`config.mk`:
```
export PLATFORM = sky130hd
export DESIGN_NAME = if_fetch
export DESIGN_NICKNAME = d
export VERILOG_FILES = /design/src/rtl/if_fetch_pkg.sv /design/src/rtl/if_hold_buf.sv /design/src/rtl/if_fetch.sv
export SDC_FILE = /design/constraint.sdc
export NUM_CORES = 1
export LEC_CHECK = 0
export ABC_AREA = 1
export CELL_PAD_IN_SITES_DETAIL_PLACEMENT = 0
export CELL_PAD_IN_SITES_GLOBAL_PLACEMENT = 2
export CORE_UTILIZATION = 31
export DETAILED_ROUTE_END_ITERATION = 16
export PLACE_DENSITY_LB_ADDON = 0.1
export SKIP_LAST_GASP = 1
export SLEW_MARGIN = 0
export SYNTH_ARGS = -nofsm -noshare
export SYNTH_HDL_FRONTEND = slang
export SYNTH_SLANG_ARGS = --single-unit
```
`constraint.sdc`:
```
create_clock -name clk -period 3.2 [get_ports clk]
set_clock_uncertainty 0.1 [all_clocks]
set_input_delay 0.48 -clock clk [delete_from_list [all_inputs] [get_ports clk]]
set_output_delay 0.48 -clock clk [all_outputs]
set_load 0.03 [all_outputs]
```
`src/rtl/if_fetch_pkg.sv`:
```
// rtl/if_fetch_pkg.sv - shared constants and FSM state encoding for the fetch stage
package if_fetch_pkg;

    localparam int unsigned PC_WIDTH_DEF = 32;
    localparam logic [31:0] NOP_INST_DEF = 32'h0000_0013;

    typedef enum logic [1:0] {
        IF_REQ   = 2'd0,
        IF_WAIT  = 2'd1,
        IF_HOLD  = 2'd2,
        IF_DRAIN = 2'd3
    } if_state_e;

endpackage

```
`src/rtl/if_hold_buf.sv`:
```
// rtl/if_hold_buf.sv - single-entry {pc, inst} buffer for responses that arrive during a stall
module if_hold_buf
    import if_fetch_pkg::*;
#(
    parameter int unsigned PC_WIDTH = PC_WIDTH_DEF
) (
    input  logic                clk,
    input  logic                rst_n,
    input  logic                load_i,
    input  logic                clear_i,
    input  logic [PC_WIDTH-1:0] pc_i,
    input  logic [31:0]         inst_i,
    output logic                valid_o,
    output logic [PC_WIDTH-1:0] pc_o,
    output logic [31:0]         inst_o
);

    logic                valid_q;
    logic [PC_WIDTH-1:0] pc_q;
    logic [31:0]         inst_q;

    always_ff @(posedge clk or negedge rst_n) begin
        if (!rst_n) begin
            valid_q <= 1'b0;
            pc_q    <= '0;
            inst_q  <= '0;
        end else if (clear_i) begin
            valid_q <= 1'b0;
        end else if (load_i) begin
            valid_q <= 1'b1;
            pc_q    <= pc_i;
            inst_q  <= inst_i;
        end
    end

    assign valid_o = valid_q;
    assign pc_o    = pc_q;
    assign inst_o  = inst_q;

endmodule

```
`src/rtl/if_fetch.sv`:
```
// rtl/if_fetch.sv - instruction fetch stage: PC, single-outstanding imem requests, IF/ID output register
module if_fetch
    import if_fetch_pkg::*;
#(
    parameter int unsigned         PC_WIDTH = PC_WIDTH_DEF,
    parameter logic [PC_WIDTH-1:0] RESET_PC = '0,
    parameter logic [31:0]         NOP_INST = NOP_INST_DEF
) (
    input  logic                clk,
    input  logic                rst_n,
    input  logic                stall,
    input  logic                redirect_valid,
    input  logic [PC_WIDTH-1:0] redirect_pc,
    output logic                imem_req_valid,
    output logic [PC_WIDTH-1:0] imem_req_addr,
    input  logic                imem_req_ready,
    input  logic                imem_rsp_valid,
    input  logic [31:0]         imem_rsp_data,
    output logic                if_valid,
    output logic [PC_WIDTH-1:0] if_pc,
    output logic [31:0]         if_inst
);

    if_state_e           state_q, state_d;
    logic [PC_WIDTH-1:0] pc_q, pc_d;
    logic                out_valid_q, out_valid_d;
    logic [PC_WIDTH-1:0] out_pc_q, out_pc_d;
    logic [31:0]         out_inst_q, out_inst_d;

    logic                hold_load, hold_clear, hold_valid;
    logic [PC_WIDTH-1:0] hold_pc;
    logic [31:0]         hold_inst;

    logic                req_fire;
    logic                deliver;
    logic [PC_WIDTH-1:0] deliver_pc;
    logic [31:0]         deliver_inst;

    if_hold_buf #(.PC_WIDTH(PC_WIDTH)) u_hold_buf (
        .clk     (clk),
        .rst_n   (rst_n),
        .load_i  (hold_load),
        .clear_i (hold_clear),
        .pc_i    (pc_q),
        .inst_i  (imem_rsp_data),
        .valid_o (hold_valid),
        .pc_o    (hold_pc),
        .inst_o  (hold_inst)
    );

    assign req_fire = (state_q == IF_REQ) && imem_req_ready;

    always_comb begin
        state_d      = state_q;
        pc_d         = pc_q;
        out_valid_d  = out_valid_q;
        out_pc_d     = out_pc_q;
        out_inst_d   = out_inst_q;
        hold_load    = 1'b0;
        hold_clear   = 1'b0;
        deliver      = 1'b0;
        deliver_pc   = pc_q;
        deliver_inst = imem_rsp_data;

        case (state_q)
            IF_REQ: begin
                if (req_fire) state_d = IF_WAIT;
            end
            IF_WAIT: begin
                if (imem_rsp_valid) begin
                    if (!stall) begin
                        deliver = 1'b1;
                        pc_d    = pc_q + PC_WIDTH'(4);
                        state_d = IF_REQ;
                    end else begin
                        hold_load = 1'b1;
                        state_d   = IF_HOLD;
                    end
                end
            end
            IF_HOLD: begin
                if (!stall && hold_valid) begin
                    deliver      = 1'b1;
                    deliver_pc   = hold_pc;
                    deliver_inst = hold_inst;
                    hold_clear   = 1'b1;
                    pc_d         = pc_q + PC_WIDTH'(4);
                    state_d      = IF_REQ;
                end
            end
            IF_DRAIN: begin
                if (imem_rsp_valid) state_d = IF_REQ;
            end
            default: state_d = IF_REQ;
        endcase

        if (!stall) begin
            out_valid_d = deliver;
            out_inst_d  = deliver ? deliver_inst : NOP_INST;
            if (deliver) out_pc_d = deliver_pc;
        end

        // A redirect wins over everything: flush the output and hold buffer, and
        // only drain when a response is still owed by the memory.
        if (redirect_valid) begin
            pc_d        = redirect_pc & ~PC_WIDTH'(3);
            hold_load   = 1'b0;
            hold_clear  = 1'b1;
            out_valid_d = 1'b0;
            out_inst_d  = NOP_INST;
            out_pc_d    = out_pc_q;
            case (state_q)
                IF_REQ:   state_d = req_fire       ? IF_DRAIN : IF_REQ;
                IF_WAIT:  state_d = imem_rsp_valid ? IF_REQ   : IF_DRAIN;
                IF_DRAIN: state_d = imem_rsp_valid ? IF_REQ   : IF_DRAIN;
                default:  state_d = IF_REQ;
            endcase
        end
    end

    always_ff @(posedge clk or negedge rst_n) begin
        if (!rst_n) begin
            state_q     <= IF_REQ;
            pc_q        <= RESET_PC;
            out_valid_q <= 1'b0;
            out_pc_q    <= '0;
            out_inst_q  <= NOP_INST;
        end else begin
            state_q     <= state_d;
            pc_q        <= pc_d;
            out_valid_q <= out_valid_d;
            out_pc_q    <= out_pc_d;
            out_inst_q  <= out_inst_d;
        end
    end

    assign imem_req_valid = (state_q == IF_REQ) && rst_n;
    assign imem_req_addr  = {pc_q[PC_WIDTH-1:2], 2'b00};
    assign if_valid       = out_valid_q;
    assign if_pc          = out_pc_q;
    assign if_inst        = out_inst_q;

endmodule

```
==> flow_metrics.env <==
export IMPL_dieHeight_um=161
export IMPL_p_switching_uw=3930
export IMPL_clk_insertion_delay_late_ns=0.43
export IMPL_start_util_pct=32.0
export IMPL_root_buffer="clkbuf_16"
export IMPL_numCtsBuffers=17
export IMPL_period_share_pct=78.8
export IMPL_worst_slew_pin_slew_ns=0.952
export IMPL_p_int_uw=5610
export IMPL_finalMaxSlewViolations=0
export IMPL_drt_total_wl_mm=22.4
export IMPL_cts_tree="built"
export IMPL_cp_common_cell="inv_1"
export IMPL_tns_ns=0
export IMPL_async_flop_share_pct=100
export IMPL_synth_edf_count=0
export IMPL_drive_gt1_share_pct=6.73
export IMPL_start_kind="flop"
export IMPL_synth_main_ff_cell="dfrtp_1"
export IMPL_post_place_ws_ns=0.709
export IMPL_htree_levels=4
export IMPL_timing_hold_ws_ns=0.0795
export IMPL_swShare_pct=41.2
export IMPL_grt_ovfl_total=0
export IMPL_yosysUniqueCellTypes=35
export IMPL_hold_class="in -> async"
export IMPL_syn_cell_area_um2=7840
export IMPL_postLayoutCoreUtil_pct=42.3
export IMPL_place_gp_congestion=0.808
export IMPL_post_cts_resized=0
export IMPL_synth_top_area_share_pct=49.4
export IMPL_drt_iter0_drc=406
export IMPL_max_freq_mhz=397
export IMPL_pin_count=168
export IMPL_grt_max_degree=159
export IMPL_yosysMostFrequentCell="nand2_1"
export IMPL_antenna_left=0
export IMPL_synth_seq_area_share_pct=50.5
export IMPL_ctsHoldBuffers=0
export IMPL_setup_viol=0
export IMPL_clk_pin_slew_ns=0.07
export IMPL_worstPathRequired_ns=2.62
export IMPL_synth_top_area_cell="dfrtp_1"
export IMPL_cap_violations=0
export IMPL_drc_errors=0
export IMPL_clkPwrFrac_pct=24.0
export IMPL_clock_sinks=158
export IMPL_total_leakage_power_uw=0.00491
export IMPL_postSynthAreaPerCell_um2=7.79
export IMPL_synth_area_leaders="dfrtp_1 49%, nand2_1 16%, o21ai_0 9.0%"
export IMPL_powerDensity_nw_per_um2=919
export IMPL_synth_common_cells="325 x nand2_1, 155 x dfrtp_1, 141 x o21ai_0, 100 x nor2_1, 81 x inv_1"
export IMPL_crit_path_max_fanout=4
export IMPL_first_global_vias=6708
export IMPL_critPathKind="reg -> out"
export IMPL_clk_path_buf_depth=2
export IMPL_n_antenna_cell=0
export IMPL_syn2layout_area_growth_pct=32.2
export IMPL_crit_slowest_cell="clkdlybuf4s50_1"
export IMPL_die_area_um2=25900
export IMPL_status="complete, no violations"
export IMPL_p_seq_share_pct=36.4
export IMPL_core_area_um2=24500
export IMPL_antenna_found_initial=0
export IMPL_dp_hpwl_mm=14.8
export IMPL_max_stage_delay_ns=0.65
export IMPL_via_per_inst=4.58
export IMPL_rows=57
export IMPL_track_usage_pct=17.9
export IMPL_final_cells=1483
export IMPL_dr_pass1_iters=4
export IMPL_nNetsFinal=1222
export IMPL_crit_path_end_kind="primary output"
export IMPL_grt_setup_unrepaired="no"
export IMPL_io_buffers=161
export IMPL_crit_chain="inv_1 > ha_1 > nand2_1 > inv_1 > clkdlybuf4s50_1"
export IMPL_vdd_ir_drop_worst_v=0.000386
export IMPL_postCtsSetupBuffers=0
export IMPL_p_comb_share_pct=39.6
export IMPL_syn_inst=1007
export IMPL_grt_first_pass_wirelength_mm=36.5
export IMPL_hold_violations=0
export IMPL_fin_ws_ns=0.678
export IMPL_arrival_ns=1.94
export IMPL_dp_cells=1451
export IMPL_ys_warn_count=0
export IMPL_fin_crit_ns=2.52
export IMPL_routedWlPerCell_um=15.1
export IMPL_die_w_um=161
export IMPL_yosys_register_bits=158
export IMPL_via_count=6796
export IMPL_relSlewSlack_pct=36.5
## flip-flops by register name, summed over array words and instances (netlist names)
name / cells
if_inst: 32
u_hold_buf.inst_o: 32
if_pc: 30
pc_q: 30
u_hold_buf.pc_o: 30
state_q: 2
if_valid: 1
u_hold_buf.valid_o: 1
## cell type report
class                           count  area (um2)
Inverter                           85         322
Fill cell                        2587       14200
Clock buffer                       18         439
Sequential cell                   158        3960
Tap cell                          324         405
Clock inverter                     14         218
Multi-Input combinational cell    710        3260
Timing Repair Buffer              174        1770
## per-stage QoR
step / cell area [um2] / power [uW]
after floorplan: 7860 / 5800
after global placement: 9710 / 7310
after detailed placement: 9710 / 7340
after CTS: 10400 / 9700
after global routing: 10400 / 10300
final: 10400 / 9540
## cell usage in the layout (no fill, tap or decap), types with 5 or more instances in the layout
master,netlist,layout
dfrtp_1,155,155
nand2_1,325,325
clkbuf_16,0,17
o21ai_0,141,141
clkdlybuf4s50_1,0,160
nand3_1,36,36
nor2_1,100,99
buf_12,0,5
o21ai_1,6,6
inv_6,0,5
buf_4,7,8
ha_1,6,6
a21oi_1,25,25
a31oi_1,31,31
inv_1,81,81
nor2_4,5,5
## final timing paths
path	start	end	slack [ns]	cells past startpoint
setup / recovery	state_q[0]	imem_req_valid	0.68	5
hold / removal	rst_n	if_inst[10]	0.08	2
setup reg to reg	state_q[1]	u_hold_buf.pc_o[18]	1.02	6
hold reg to reg	if_valid	if_valid	0.38	2
max in group asynchronous	rst_n	pc_q[28]	2.16	2
min in group clk	if_valid	if_valid	0.38	2
## metal layers
metal | global-route usage [%] | up-vias | wire length (um)
met4 | 4.25 | 0 | 180
li1 | - | 3505 | -
met1 | 25.1 | 3139 | 11300
met3 | 3.44 | 12 | 799
met2 | 28.4 | 140 | 10100
met5 | 0 | - | 0
## worst max-delay path: cells and delay by family, from the launching register on
family | cells | cell delay [ns]
buffers and inverters | 3 | 0.83
and+or+nand+nor | 1 | 0.06
DFF | 1 | 0.40
adders and majority gates | 1 | 0.23
## cells by family (layout without fill, tap and decap cells)
logic type | count (synthesis) | after routing | share of synthesized area [%]
muxes | 1 | 1 | 0.144
other | 1 | 4 | 0.0478
buffers and inverters | 142 | 291 | 8.41
adders and majority gates | 6 | 6 | 0.957
AOI/OAI and AO/OA | 209 | 209 | 14.0
and+or+nand+nor | 490 | 490 | 26.0
DFF | 158 | 158 | 50.5
## power groups by stage
stage	combinational, uW	sequential, uW	clock, uW
after CTS	3840	3490	2370
after detailed placement	3820	3520	0
final	3770	3470	2290
after global placement	3800	3520	0
after global routing	4190	3610	2450
after floorplan	1660	4130	0
No activity file was read; power rests on OpenSTA's default activity.
